`src/rtl/hdmi_cfg_seq_if.sv`:
```
// Write-request channel between hdmi_cfg_seq (master) and the I2C write engine (slave).
interface hdmi_cfg_seq_if;
  logic       wr_valid;
  logic       wr_ready;
  logic [7:0] dev_addr;
  logic [7:0] wr_reg;
  logic [7:0] wr_data;
  logic       wr_done;
  logic       wr_nack;

  modport master (
    output wr_valid, dev_addr, wr_reg, wr_data,
    input  wr_ready, wr_done, wr_nack
  );

  modport slave (
    input  wr_valid, dev_addr, wr_reg, wr_data,
    output wr_ready, wr_done, wr_nack
  );
endinterface

```
`src/rtl/hdmi_cfg_seq.sv`:
```
// Power-up register sequencer for the HDMI transmitter at I2C address 0x72, with NACK retry.
// Optional hot-plug re-initialisation is built when HPD_REINIT_EN is defined.
module hdmi_cfg_seq #(
  parameter int unsigned STARTUP_DELAY = 32'd500000,
  parameter int unsigned GAP_CYCLES    = 32'd1000,
  parameter int unsigned RETRY_MAX     = 32'd3
`ifdef HPD_REINIT_EN
  , parameter int unsigned HPD_DEBOUNCE = 32'd250000
`endif
) (
  input  logic                  clk50,
  input  logic                  reset_n,
  input  logic                  restart,
`ifdef HPD_REINIT_EN
  input  logic                  hpd,
`endif
  hdmi_cfg_seq_if.master        wr,
  output logic [3:0]            cfg_index,
  output logic                  cfg_done,
  output logic                  cfg_error,
  output logic                  hdmi_reset_n
);

  localparam logic [3:0] LAST_IDX    = 4'd11;
  localparam logic [3:0] RETRY_LIMIT = 4'(RETRY_MAX);

  typedef enum logic [2:0] {
    WAIT_PWR  = 3'd0,
    ISSUE     = 3'd1,
    WAIT_RESP = 3'd2,
    GAP       = 3'd3,
    DONE      = 3'd4,
    ERROR     = 3'd5
  } state_t;

  state_t      state_r;
  logic [31:0] cnt_r;
  logic [3:0]  idx_r;
  logic [3:0]  retry_r;
  logic        pend_r;
  logic        wr_valid_r;
  logic        cfg_done_r;
  logic        cfg_error_r;
  logic        hdmi_rst_n_r;
  logic        restart_req_s;
  logic        service_s;
  logic        hpd_rise_s;
  logic        hpd_fall_s;
  logic [7:0]  reg_s;
  logic [7:0]  data_s;

  // {register, data} for each table entry
  function automatic logic [15:0] cfg_entry(input logic [3:0] idx);
    case (idx)
      4'd0:    cfg_entry = 16'h4110;
      4'd1:    cfg_entry = 16'h9803;
      4'd2:    cfg_entry = 16'h9AE0;
      4'd3:    cfg_entry = 16'h9C30;
      4'd4:    cfg_entry = 16'h9D61;
      4'd5:    cfg_entry = 16'hA2A4;
      4'd6:    cfg_entry = 16'hA3A4;
      4'd7:    cfg_entry = 16'hE0D0;
      4'd8:    cfg_entry = 16'hF900;
      4'd9:    cfg_entry = 16'h1500;
      4'd10:   cfg_entry = 16'h1630;
      4'd11:   cfg_entry = 16'hAF06;
      default: cfg_entry = 16'h0000;
    endcase
  endfunction

`ifdef HPD_REINIT_EN
  logic [1:0]  hpd_sync_r;
  logic        hpd_deb_r;
  logic [31:0] deb_cnt_r;
  logic        deb_flip_s;

  assign deb_flip_s = (hpd_sync_r[1] != hpd_deb_r) && (deb_cnt_r == HPD_DEBOUNCE - 32'd1);
  assign hpd_rise_s = deb_flip_s && hpd_sync_r[1];
  assign hpd_fall_s = deb_flip_s && !hpd_sync_r[1];

  // HPD synchronizer and debouncer: level follows input only after it has been stable long enough
  always_ff @(posedge clk50 or negedge reset_n) begin
    if (!reset_n) begin
      hpd_sync_r <= 2'b00;
      hpd_deb_r  <= 1'b0;
      deb_cnt_r  <= 32'd0;
    end else begin
      hpd_sync_r <= {hpd_sync_r[0], hpd};
      if (hpd_sync_r[1] == hpd_deb_r) begin
        deb_cnt_r <= 32'd0;
      end else if (deb_flip_s) begin
        hpd_deb_r <= hpd_sync_r[1];
        deb_cnt_r <= 32'd0;
      end else begin
        deb_cnt_r <= deb_cnt_r + 32'd1;
      end
    end
  end
`else
  assign hpd_rise_s = 1'b0;
  assign hpd_fall_s = 1'b0;
`endif

  assign restart_req_s = restart | pend_r | hpd_rise_s;

  // Table lookup for the current entry
  always_comb begin
    {reg_s, data_s} = cfg_entry(idx_r);
  end

  // A restart never abandons an accepted request; it waits for that request's wr_done
  always_comb begin
    service_s = 1'b0;
    if (restart_req_s) begin
      case (state_r)
        ISSUE:     service_s = !wr.wr_ready;
        WAIT_RESP: service_s = wr.wr_done;
        default:   service_s = 1'b1;
      endcase
    end else begin
      service_s = 1'b0;
    end
  end

  // Sequencer FSM with registered outputs
  always_ff @(posedge clk50 or negedge reset_n) begin
    if (!reset_n) begin
      state_r      <= WAIT_PWR;
      cnt_r        <= 32'd0;
      idx_r        <= 4'd0;
      retry_r      <= 4'd0;
      pend_r       <= 1'b0;
      wr_valid_r   <= 1'b0;
      cfg_done_r   <= 1'b0;
      cfg_error_r  <= 1'b0;
      hdmi_rst_n_r <= 1'b0;
    end else if (service_s) begin
      state_r      <= WAIT_PWR;
      cnt_r        <= 32'd0;
      idx_r        <= 4'd0;
      retry_r      <= 4'd0;
      pend_r       <= 1'b0;
      wr_valid_r   <= 1'b0;
      cfg_done_r   <= 1'b0;
      cfg_error_r  <= 1'b0;
      hdmi_rst_n_r <= 1'b0;
    end else begin
      pend_r <= restart_req_s;
      case (state_r)
        WAIT_PWR: begin
          if (cnt_r == STARTUP_DELAY - 32'd1) begin
            state_r    <= ISSUE;
            cnt_r      <= 32'd0;
            idx_r      <= 4'd0;
            retry_r    <= 4'd0;
            wr_valid_r <= 1'b1;
          end else begin
            cnt_r <= cnt_r + 32'd1;
          end
        end
        ISSUE: begin
          if (wr.wr_ready) begin
            state_r    <= WAIT_RESP;
            wr_valid_r <= 1'b0;
          end
        end
        WAIT_RESP: begin
          if (wr.wr_done) begin
            if (!wr.wr_nack) begin
              if (idx_r == LAST_IDX) begin
                state_r      <= DONE;
                cfg_done_r   <= 1'b1;
                hdmi_rst_n_r <= 1'b1;
              end else begin
                state_r <= GAP;
                cnt_r   <= 32'd0;
                idx_r   <= idx_r + 4'd1;
                retry_r <= 4'd0;
              end
            end else if (retry_r < RETRY_LIMIT) begin
              state_r <= GAP;
              cnt_r   <= 32'd0;
              retry_r <= retry_r + 4'd1;
            end else begin
              state_r      <= ERROR;
              cfg_error_r  <= 1'b1;
              hdmi_rst_n_r <= 1'b0;
            end
          end
        end
        GAP: begin
          if (cnt_r == GAP_CYCLES - 32'd1) begin
            state_r    <= ISSUE;
            cnt_r      <= 32'd0;
            wr_valid_r <= 1'b1;
          end else begin
            cnt_r <= cnt_r + 32'd1;
          end
        end
        DONE:  state_r <= DONE;
        ERROR: state_r <= ERROR;
        default: begin
          state_r    <= WAIT_PWR;
          cnt_r      <= 32'd0;
          wr_valid_r <= 1'b0;
        end
      endcase
      // Losing hot-plug holds the video stage in reset without disturbing the sequence
      if (hpd_fall_s) begin
        hdmi_rst_n_r <= 1'b0;
      end
    end
  end

  assign wr.wr_valid   = wr_valid_r;
  assign wr.dev_addr   = 8'h72;
  assign wr.wr_reg     = reg_s;
  assign wr.wr_data    = data_s;
  assign cfg_index     = idx_r;
  assign cfg_done      = cfg_done_r;
  assign cfg_error     = cfg_error_r;
  assign hdmi_reset_n  = hdmi_rst_n_r;

endmodule

```
`src/flat_wrapper.sv`:
```
// flat-port wrapper written by rule: the top's interface ports become plain ports
module hdmi_cfg_seq_flat 
#(
  parameter int unsigned STARTUP_DELAY = 32'd500000,
  parameter int unsigned GAP_CYCLES    = 32'd1000,
  parameter int unsigned RETRY_MAX     = 32'd3

)
  (clk50, reset_n, restart, cfg_index, cfg_done, cfg_error, hdmi_reset_n, wr_wr_valid, wr_dev_addr, wr_wr_reg, wr_wr_data, wr_wr_ready, wr_wr_done, wr_wr_nack);
  hdmi_cfg_seq_if wr_i ();
  input  logic clk50;
  input  logic reset_n;
  input  logic restart;
  output logic [3:0] cfg_index;
  output logic cfg_done;
  output logic cfg_error;
  output logic hdmi_reset_n;
  output wire logic [$bits(wr_i.wr_valid)-1:0] wr_wr_valid;
  output wire logic [$bits(wr_i.dev_addr)-1:0] wr_dev_addr;
  output wire logic [$bits(wr_i.wr_reg)-1:0] wr_wr_reg;
  output wire logic [$bits(wr_i.wr_data)-1:0] wr_wr_data;
  input wire logic [$bits(wr_i.wr_ready)-1:0] wr_wr_ready;
  input wire logic [$bits(wr_i.wr_done)-1:0] wr_wr_done;
  input wire logic [$bits(wr_i.wr_nack)-1:0] wr_wr_nack;
  assign wr_wr_valid = wr_i.wr_valid;
  assign wr_dev_addr = wr_i.dev_addr;
  assign wr_wr_reg = wr_i.wr_reg;
  assign wr_wr_data = wr_i.wr_data;
  assign wr_i.wr_ready = wr_wr_ready;
  assign wr_i.wr_done = wr_wr_done;
  assign wr_i.wr_nack = wr_wr_nack;
  hdmi_cfg_seq #(.STARTUP_DELAY(STARTUP_DELAY), .GAP_CYCLES(GAP_CYCLES), .RETRY_MAX(RETRY_MAX)) u_core (.clk50(clk50), .reset_n(reset_n), .restart(restart), .wr(wr_i), .cfg_index(cfg_index), .cfg_done(cfg_done), .cfg_error(cfg_error), .hdmi_reset_n(hdmi_reset_n));
endmodule
```
`config.mk`:
```
export PLATFORM = sky130hd
export DESIGN_NAME = hdmi_cfg_seq_flat
export DESIGN_NICKNAME = d
export VERILOG_FILES = /design/src/rtl/hdmi_cfg_seq_if.sv /design/src/rtl/hdmi_cfg_seq.sv /design/src/flat_wrapper.sv
export SDC_FILE = /design/constraint.sdc
export NUM_CORES = 1
export LEC_CHECK = 0
export CAP_MARGIN = 20
export CORE_MARGIN = 2
export CORE_UTILIZATION = 61
export CTS_CLUSTER_SIZE = 25
export DETAILED_ROUTE_END_ITERATION = 10
export HOLD_SLACK_MARGIN = 0.05
export PLACE_DENSITY = 0.85
export SETUP_SLACK_MARGIN = 0.4
export SLEW_MARGIN = 40
export SYNTH_ARGS = -nofsm -noshare
export SYNTH_HDL_FRONTEND = slang
export SYNTH_SLANG_ARGS = --single-unit
export TNS_END_PERCENT = 10
```
`constraint.sdc`:
```
create_clock -name clk50 -period 6.5 [get_ports clk50]
set_input_delay 0.975 -clock clk50 [delete_from_list [all_inputs] [get_ports clk50]]
set_output_delay 0.975 -clock clk50 [all_outputs]
set_load 0.01 [all_outputs]
```
==> Word-level counts from Yosys, hierarchy flattened <==
Memories as Yosys holds them, arrays and structs flattened.
Index checks and enable logic that the tools add are counted.
{ "totals": {"regBits": 48, "rom_bits": 240, "out_inout_bits": 32, "wordCells": 106, "mem_count": 1} }
{ "op_classes": {"addsub": 3, "magnitude_cmp": 1, "n_eq_ne": 21, "mux": 52, "bitwise": 1, "n_reduce_logical": 18} }
{ "memory_table": {"columns": ["name", "words", "word_bits", "read_ports", "rd_clocked_by_memory_dff", "wr", "line", "rtl"], "rows": [
  ["(name not given)", 16, 15, 1, 0, 0, "hdmi_cfg_seq.sv:54", "case (idx)"]
]} }
{ "op_table": {"columns": ["operator", "n"], "rows": [
  ["$mux 32", 7],
  ["$pmux 32 s4", 1],
  ["$mux 4", 10],
  ["$add 32x1->32 const B", 1],
  ["$eq 32x10->1 const B", 1],
  ["$eq 32x19->1 const B", 1],
  ["$mux 3", 8],
  ["$reduce_and 4->1", 6],
  ["$mux 1", 21],
  ["$pmux 3 s6", 1],
  ["$pmux 4 s2", 2],
  ["$ne 3x2->1 const B", 5],
  ["$reduce_and 5->1", 2],
  ["$add 4x1->4 const B", 2],
  ["$ne 2x1->1 const B", 4],
  ["$reduce_bool 2->1", 4],
  ["$eq 3x2->1 const B", 2],
  ["$eq 3x3->1 const B", 2],
  ["$ne 3x1->1 const B", 2],
  ["$reduce_bool 3->1", 2],
  ["$reduce_or 3->1", 2],
  ["$eq 4x4->1 const B", 1],
  ["$lt 4x2->1 const B", 1],
  ["$ne 4x2->1 const B", 1],
  ["7 further kinds", 7]
]} }

==> Depth between registers and ports, before layout <==
Gate-level depths: netlist (run 1).
{ "depth": {"depth_word": 6, "ltp_mapped": 8, "mapped_depth_nobuf": 7} }

==> Least setup slack after synthesis (run 1) <==
No wires, ideal clock.
{ "synth_path": {"kind": "input -> register", "from": "input port restart", "to": "register u_core.cnt_r[19]", "arrival_ns": 2.408, "slack_ns": 4.010, "stages": 5, "cell_sequence": "or2_2 -> a211oi_2 -> o31a_1 -> or2b_1 -> a31oi_1"} }
{ "synth_between": {"elab_chain_len": 4, "elab_cells_between_ends": 8, "cone_classes": "4 x eq/ne; 2 x mux; 1 x bitwise; 1 x reduce/logical"} }
{ "synth_lines": {"columns": ["item", "line", "rtl"], "rows": [
  ["start, declared", "flat_wrapper.sv:13", "input logic restart;"],
  ["$or 1x1->1 *", "hdmi_cfg_seq.sv:104", "assign restart_req_s = restart | pend_r | hpd_rise_s;"],
  ["$mux 1 *", "hdmi_cfg_seq.sv:114", "if (restart_req_s) begin"],
  ["$ne 4x2->1 (no line) (tied with other cells)", null, null],
  ["$reduce_and 4->1 (no line)", null, null],
  ["end signal, assigned", "hdmi_cfg_seq.sv:158", "cnt_r <= cnt_r + 32'd1;"],
  ["end signal, assigned", "hdmi_cfg_seq.sv:197", "cnt_r <= cnt_r + 32'd1;"],
  ["end, declared", "hdmi_cfg_seq.sv:37", "logic [31:0] cnt_r;"]
]} }
Every way passes the cells marked *; elsewhere a longest branch is shown, timed or not.
A chain may end at the register's enable or synchronous reset.

==> Final worst setup path (run 1) <==
{ "layout_path": {"from": "register u_core.idx_r[2] (netlist: u_core.cfg_index[2])", "to": "output port wr_wr_data[5]"} }
{ "layout_between": {"elab_chain_len": 1} }
{ "layout_lines": {"columns": ["item", "line", "rtl"], "rows": [
  ["start, declared", "hdmi_cfg_seq.sv:38", "logic [3:0] idx_r;"],
  ["start signal, assigned", "hdmi_cfg_seq.sv:177", "idx_r <= idx_r + 4'd1;"],
  ["$mem_v2 16x15", null, null],
  ["end, declared", "flat_wrapper.sv:21", "output wire logic [$bits(wr_i.wr_data)-1:0] wr_wr_data;"]
]} }
Every way passes these cells.

==> results of run 1 <==
-- logic make-up after synthesis --
family	share of synthesized area
and+or+nand+nor	0.301
AOI/OAI and AO/OA	0.205
DFF	0.365
buffers and inverters	0.0688
adders and majority gates	0.0304
muxes	0.0251
other	0.00228
xor gates and xnor gates	0.00266
-- report_power, final --
group,total (uW),switching [uW],internal (uW)
clock network,234,108,126
logic,31.6,22.4,9.23
registers,301,1.58,300
total,567,132,435
-- sequential cells by signal, indices dropped and copies added (netlist names) --
signal,flops
u_core.wr.wr_valid,1
u_core.pend_r,1
u_core.state_r,3
u_core.cfg_done,1
u_core.cfg_index,4
u_core.retry_r,4
u_core.cnt_r,32
u_core.cfg_error,1
u_core.hdmi_reset_n,1
-- area by class of cell --
| type | instances | area, sq um |
|---|---|---|
| Clock buffer | 6 | 82.6 |
| Clock inverter | 2 | 38.8 |
| Fill cell | 410 | 1520 |
| Inverter | 14 | 52.6 |
| Multi-Input combinational cell | 315 | 1900 |
| Sequential cell | 48 | 1200 |
| Tap cell | 70 | 87.6 |
| Timing Repair Buffer | 30 | 297 |
-- path summary, 6_finish.rpt --
check | end | cells after the start | slack (ns) | startpoint
worst max register to register | u_core.cnt_r[19] | 5 | 3.71 | u_core.state_r[1]
max in group asynchronous | u_core.cnt_r[10] | 1 | 5.41 | reset_n
worst max-delay path | wr_wr_data[5] | 4 | 3.04 | u_core.cfg_index[2]
worst min register to register | u_core.cfg_done | 2 | 0.51 | u_core.cfg_done
min in group asynchronous | u_core.pend_r | 1 | 0.67 | reset_n
worst min-delay path | u_core.cfg_done | 2 | 0.51 | u_core.cfg_done
-- tightest hold or removal path, stage by stage, from the launching register on --
cell and delay [ns]:
dfrtp_1 0.36, a31oi_1 0.05, nor2_1 0.07
-- routing by layer --
metal,global-route usage,up-vias
met4,0.0696,0
met5,0,-
li1,-,1483
met1,0.338,1469
met3,0.0442,7
met2,0.434,78
-- per-stage QoR --
step | util | hold slack, ns | cells | power (uW)
4_1_cts | 0.704 | 0.519 | 484 | 568
6_report | 0.707 | 0.508 | 485 | 567
2_1_floorplan | - | 0.465 | 405 | 330
5_1_grt | 0.707 | 0.544 | 485 | 583
3_5_place_dp | 0.681 | 0.493 | 476 | 338
3_3_place_gp | 0.680 | 0.477 | 476 | 337
-- layout by cell type (no fill, tap or decap), types with 3 or more instances in the layout --
master,netlist,layout
nand2_1,53,53
dfrtp_1,48,48
nand3_1,38,38
clkdlybuf4s50_1,0,27
a21oi_1,23,23
nor2_1,21,21
o21ai_0,18,18
inv_1,13,13
nand4_1,10,10
nor3_1,10,10
a31oi_1,10,10
o311ai_1,9,9
conb_1,2,9
nor2b_1,8,8
ha_1,8,8
a21o_1,7,7
or3_1,7,7
and3_1,7,7
mux2i_1,6,6
and2_1,6,6
clkbuf_8,0,6
nor3b_1,5,5
nor4_1,5,5
nand2b_1,4,4
o21ai_1,4,4
a22o_1,4,4
o311ai_0,4,4
o31a_1,4,3
o22ai_1,3,3
or2_2,3,3
and4_1,3,3
==> flow_summary.ini, run 1 <==
[clock_network]
cts_tree = yes
clock_latency_ns = 0.31
cts.path.max_buffers = 2
root_buffer = clkbuf_8
cts_hold_buffers = 0
clk_pin_slew_ns = 0.10
cts_setup_buffers = 0
cts-htree-levels = 2
cts_inserted_buffers = 5
clkSinkCount = 48
cts-resized-gates = 0

[logic_synthesis]
syn_area_per_cell_sq_um = 8.27
synth-edff-count = 0
synth_seq_cells = 48
yosysTopAreaCell = dfrtp_1
netlist_instances = 398
synthesis.area_sq_um = 3290
synth_seq_area_share = 0.365
yosysMostFrequentCell = nand2_1
synth_commonest_cells = nand2_1, dfrtp_1, nand3_1
netlist.area_leader.share = 0.365
synth_ff_type = dfrtp_1
synthArstFlopShare = 1.00
yosysWarnings = 0
yosys-top-cells-area = dfrtp_1, nand2_1, nand3_1
synth.distinct_cells = 55

[route]
dr.pass1.iters = 4
routed.top_layer = met4
wl_mm = 7.48
drt_iter0_markers = 188
wl_per_cell_um = 15.4
ant_nets = 0
met1_length_mm = 3.37
wl_met3_um = 357
wl_met2_mm = 3.69
drcViolationCount = 0
routed_via_density = 6.26
vias = 3037

[power_and_ir_drop]
vdd_drop_max_mv = 0.138
p_leak_uw = 0.00150
p_per_area_nw_per_um2 = 155

[worst_setup_path]
max_stage_delay_ns = 0.69
cp_cell_sequence = clkinv_1, or3_1, o21ai_0, clkdlybuf4s50_1
critPathMaxFanout = 18
cp_slowest_cell = dfrtp_1
crit_buf_inv = 2
critPathLaunchType = register
crit_required_ns = 5.52
endpoint_kind = output port
cp.arrival_ns = 2.48
path_delay_family = buffers and inverters
critPathKind = register to output port

[layout]
syn_to_final_growth_pct = 11.1
nNetsFinal = 428
antennaDiodeCount = 0
final_cell_area_sq_um = 3650
drive_gt1_frac = 0.0578

[placement]
dpl_cell_area_sq_um = 3520
portBuffers = 28
place.detailed.hpwl_mm = 5.04
gp_congestion = 0.822
place_ws_ns = 3.02

[floorplan]
start_util = 0.636
rows = 26
ios = 38
die_area_sq_um = 6000
fp.dieH_um = 77.4
core-area_sq_um = 5170
die_x_um = 77.4

[global_route]
grt_use_total = 0.256
grt_overflow_total = 0
grt_pass1_vias = 2736
grt_max_degree = 49
grt_pass1_wl_mm = 12.7
grt_antenna_before_repair = 0

[sta]
setup_ws_ns = 3.04
rsz0062_at_grt = false
clock.fmax_mhz = 289
setup_violations = 0
slew_viol_final = 0
hold_viol = 0
max_slew_margin = 0.505
period_share = 0.532
clock_skew_ns = 0.0144
finalCriticalPeriod_ns = 3.46
setup_tns_ns = 0
worst_slew_pin_slew_ns = 0.743

[flow_run]
cap_violations = 0

[run_status]
run_status = finished, final reports clean

[min_path]
hold_path_class = register to register
Power figures use the tool's default switching activity.
==> run 2: changes to the inputs <==
--- a/config.mk
+++ b/config.mk
@@ -7,11 +7,11 @@
 export LEC_CHECK = 0
 export CAP_MARGIN = 20
 export CORE_MARGIN = 2
-export CORE_UTILIZATION = 61
+export CORE_UTILIZATION = 57
 export CTS_CLUSTER_SIZE = 25
 export DETAILED_ROUTE_END_ITERATION = 10
 export HOLD_SLACK_MARGIN = 0.05
-export PLACE_DENSITY = 0.85
+export PLACE_DENSITY = 0.8
 export SETUP_SLACK_MARGIN = 0.4
 export SLEW_MARGIN = 40
 export SYNTH_ARGS = -nofsm -noshare
==> constraint.sdc (replaced) <==
create_clock -name clk50 -period 3.6 [get_ports clk50]
set_input_delay 0.54 -clock clk50 [delete_from_list [all_inputs] [get_ports clk50]]
set_output_delay 0.54 -clock clk50 [all_outputs]
set_load 0.01 [all_outputs]
==> flow_summary.ini, run 2 (synthesized netlist as in run 1, its figures left out) <==
[run_status]
run_status = finished, final reports clean

[layout]
final_common_cell = nand2_1
nFillCells = 463
regMostFlops = u_core.cnt_r
multiInputGateArea_sq_um = 1900
final_cell_mix = nand2_1, dfrtp_1, nand3_1, clkdlybuf4s50_1, a21oi_1
antennaDiodeCount = 0
layout.area.seq_sq_um = 1200
nNetsFinal = 431
largest_register_ffs = 32
stdcell_count = 489
drive_gt1_frac = 0.0600
syn_to_final_growth_pct = 12.2

[route]
drt_iter0_markers = 197
routed_via_density = 6.30
wl_mm = 7.75
vias = 3083
wl_per_cell_um = 15.8
ant_nets = 0
drcViolationCount = 0
dr.pass1.iters = 5

[power_and_ir_drop]
vdd_drop_max_mv = 0.260
p_leak_uw = 0.00152
p_per_area_nw_per_um2 = 288

[global_route]
gr-usage-met2 = 0.424
met1_usage = 0.339
grt_overflow_total = 0
grt_busiest_layer = met2
grt_pass1_wl_mm = 13.1
globalRouteMet3Util = 0.0452
grt_antenna_before_repair = 0
grt_use_total = 0.256
grt_max_degree = 49
grt_pass1_vias = 2837

[clock_network]
cts.path.max_buffers = 2
cts_tree = yes
cts_setup_buffers = 0
cts-htree-levels = 2
cts_hold_buffers = 0
root_buffer = clkbuf_8
cts_inserted_buffers = 5
clock_latency_ns = 0.32
cts-resized-gates = 0
clk_pin_slew_ns = 0.10
clkSinkCount = 48

[placement]
dp_cells = 482
portBuffers = 28
gp_congestion = 0.897
place.detailed.hpwl_mm = 5.47

[worst_setup_path]
critPathMaxFanout = 18
critPathKind = register to output port
crit_required_ns = 3.06
crit_buf_inv = 2
endpoint_kind = output port
cp.arrival_ns = 2.46
path_delay_family = buffers and inverters
cp_cell_sequence = clkinv_1, or3_1, o21ai_0, clkdlybuf4s50_1
cp_slowest_cell = dfrtp_1
critPathLaunchType = register
max_stage_delay_ns = 0.70

[floorplan]
rows = 27
ios = 38
die_area_sq_um = 6400
start_util = 0.594
core-area_sq_um = 5540
die_x_um = 80.0
fp.dieH_um = 80.0

[sta]
rsz0062_at_grt = false
max_slew_margin = 0.510
slew_viol_final = 0
setup_violations = 0
clock_skew_ns = 0.0215
period_share = 0.834
clock.fmax_mhz = 333
setup_tns_ns = 0
hold_viol = 0
worst_slew_pin_slew_ns = 0.735
finalCriticalPeriod_ns = 3.00

[min_path]
hold_path_class = input port to asynchronous set/reset pin

[flow_run]
cap_violations = 0
## run 2: cell type report
| cell class | instances | share of cell area |
|---|---|---|
| tap | 72 | 0.0244 |
| clock buffer | 5 | 0.0186 |
| clock inverter | 2 | 0.0163 |
| multi-input combinational | 315 | 0.516 |
| timing repair buffer | 33 | 0.0854 |
| inverter | 14 | 0.0142 |
| sequential | 48 | 0.325 |
## run 2: metal layers
layer,share of wire,wire [um],vias up
li1,-,-,1483
met2,0.48,3750,101
met1,0.44,3420,1487
met4,0.015,117,0
met3,0.059,456,12
met5,0,0,-
## run 2: metrics by stage
stage	instance area, sq um	hold slack (ns)	total power [uW]	utilization	setup slack (ns)
after global placement	3550	0.479	613	0.641	0.727
final	3690	0.211	1060	0.666	0.598
after floorplan	3320	0.244	597	-	1.36
after CTS	3690	0.247	1070	0.666	0.604
after detailed placement	3560	0.496	615	0.643	0.654
after global routing	3690	0.279	1100	0.666	0.453
## run 2: path summary, 6_finish.rpt
path | from | depth (start not counted) | endpoint | slack (ns)
worst max-delay path | u_core.cfg_index[2] | 4 | wr_wr_data[5] | 0.60
worst min-delay path | reset_n | 1 | u_core.state_r[2] | 0.21
worst max register to register | u_core.cfg_index[0] | 8 | u_core.cnt_r[25] | 0.75
worst min register to register | u_core.retry_r[2] | 1 | u_core.retry_r[2] | 0.51
max in group asynchronous | reset_n | 1 | u_core.cnt_r[17] | 2.94
min in group clk50 | u_core.retry_r[2] | 1 | u_core.retry_r[2] | 0.51
## run 2: power breakdown
group          leakage (uW)  internal, uW  switching [uW]
Combinational      0.000788          18.6            42.1
Sequential         0.000668           541            3.08
Clock             0.0000642           273             183
==> run 3: changes to the inputs <==
--- a/config.mk
+++ b/config.mk
@@ -7,11 +7,11 @@
 export LEC_CHECK = 0
 export CAP_MARGIN = 20
 export CORE_MARGIN = 2
-export CORE_UTILIZATION = 57
+export CORE_UTILIZATION = 51
 export CTS_CLUSTER_SIZE = 25
 export DETAILED_ROUTE_END_ITERATION = 10
 export HOLD_SLACK_MARGIN = 0.05
-export PLACE_DENSITY = 0.8
+export PLACE_DENSITY = 0.76
 export SETUP_SLACK_MARGIN = 0.4
 export SLEW_MARGIN = 40
 export SYNTH_ARGS = -nofsm -noshare
==> constraint.sdc (replaced) <==
create_clock -name clk50 -period 2.6 [get_ports clk50]
set_input_delay 0.39 -clock clk50 [delete_from_list [all_inputs] [get_ports clk50]]
set_output_delay 0.39 -clock clk50 [all_outputs]
set_load 0.01 [all_outputs]
==> flow_summary.ini, run 3 (synthesized netlist as in run 1, its figures left out) <==
[min_path]
worstHoldStart = u_core.cfg_done
hold_path_class = register to register

[clock_network]
root_buffer = clkbuf_8
cts_tree = yes
cts.path.max_buffers = 2
clk_pin_slew_ns = 0.09
cts_inserted_buffers = 5
clock_latency_ns = 0.30
clkSinkCount = 48
cts-htree-levels = 2

[worst_setup_path]
endpoint_kind = output port
cp.arrival_ns = 1.98
crit_required_ns = 2.21
critPathKind = register to output port
critPathLaunchType = register
cp_slowest_cell = clkdlybuf4s50_1
critPathMaxFanout = 7
startpoint = u_core.cfg_index[1]
cp_cell_sequence = buf_4, ha_2, or3_1, o21ai_0, clkdlybuf4s50_1
r2r-start = u_core.cnt_r[14]
max_stage_delay_ns = 0.55
crit_buf_inv = 2
path_delay_family = buffers and inverters

[power_and_ir_drop]
p_leak_uw = 0.00165
p_seq_frac = 0.578
vdd_drop_max_mv = 0.337
p_per_area_nw_per_um2 = 335
p_sw_uw = 307
p_comb_frac = 0.068
pwr-share-clk = 0.354
power.internal_uw = 998
switching_share = 0.235

[global_route]
gr-usage-met2 = 0.361
grt_max_degree = 30
globalRouteMet3Util = 0.0344
grt_antenna_before_repair = 0
grt_pass1_vias = 2879
grt_overflow_total = 0
grt_use_total = 0.226
grt_pass1_wl_mm = 13.4
met1_usage = 0.317
grt_busiest_layer = met2

[layout]
final_cell_mix = nand2_1, dfrtp_1, nand3_1, buf_4, a21oi_1
largest_register_ffs = 32
regMostFlops = u_core.cnt_r
drive_gt1_frac = 0.134
syn_to_final_growth_pct = 18.3
layout.area.seq_sq_um = 1200
final_common_cell = nand2_1
antennaDiodeCount = 0
final_core_util = 0.620
nNetsFinal = 454
multiInputGateArea_sq_um = 1950
nFillCells = 544

[route]
wl_mm = 7.73
wl_per_cell_um = 14.9
drt_iter0_markers = 229
drcViolationCount = 0
vias = 3112
dr.pass1.iters = 5
ant_nets = 0
routed_via_density = 6.01

[sta]
setup_tns_ns = 0
period_share = 0.913
hold_viol = 0
clock.fmax_mhz = 421
whs_ns = 0.514
rsz0062_at_grt = true
clock_skew_ns = 0.00396
slew_viol_final = 0
setup_ws_ns = 0.225
setup_violations = 0
finalCriticalPeriod_ns = 2.37

[floorplan]
core-area_sq_um = 6280
fp.dieH_um = 84.3
die_area_sq_um = 7110
ios = 38
rows = 29
start_util = 0.524
die_x_um = 84.3

[placement]
portBuffers = 28
gp_congestion = 0.882
place.detailed.hpwl_mm = 5.65
place_ws_ns = 0.114

[flow_run]
cap_violations = 0

[run_status]
run_status = finished, final reports clean
[run 3: cell type report]
cell class              instances  share of cell area
flip-flops and latches         48               0.309
multi-input cells             315               0.500
inverters                      14              0.0145
clock buffers                   8              0.0231
repair buffers                 56               0.129
well taps                      77              0.0247
[run 3: metal layers]
layer  share of wire  up-vias  wire, um
met2            0.47       97      3660
met5               0        -         0
met3           0.048       13       375
met4           0.014        0       106
li1                -     1537         -
met1            0.46     1465      3600
[run 3: per-stage QoR]
step | instance area, sq um | std cells | total power (uW)
finish | 3890 | 518 | 1300
CTS | 3840 | 517 | 1320
floorplan | 3320 | 405 | 827
global route | 3890 | 518 | 1360
detailed placement | 3720 | 507 | 855
global placement | 3720 | 507 | 854
[run 3: path summary, 6_finish.rpt]
check | slack, ns | cells after the start | end
worst max-delay path | 0.23 | 5 | wr_wr_data[5]
worst min-delay path | 0.51 | 2 | u_core.cfg_done
worst max register to register | 0.25 | 7 | u_core.cnt_r[25]
worst min register to register | 0.51 | 2 | u_core.cfg_done
max in group asynchronous | 1.30 | 3 | u_core.cnt_r[11]
min in group asynchronous | 0.56 | 2 | u_core.state_r[0]
[run 3: power by group through the flow]
stage,Combinational (uW),Sequential (uW),Clock (uW)
CTS,88.6,753,477
floorplan,59.1,767,0
detailed placement,87.0,768,0
global placement,85.8,768,0
finish,89.1,754,462
global route,101,754,506
[run 3: timing repair]
| item | in CTS | in global routing |
|---|---|---|
| pin swaps | 0 | 3 |
| hold buffers | 1 | 0 |
| endpoints found under the hold margin | 19 | 0 |
| setup endpoints to repair | 49 | 53 |
| buffers inserted | 1 | 1 |
| gates resized for setup | 7 | 13 |
[run 3: worst min-delay path: stages (launching register included)]
cell and delay, ns:
dfrtp_1 0.36, a31oi_1 0.05, nor2_1 0.07
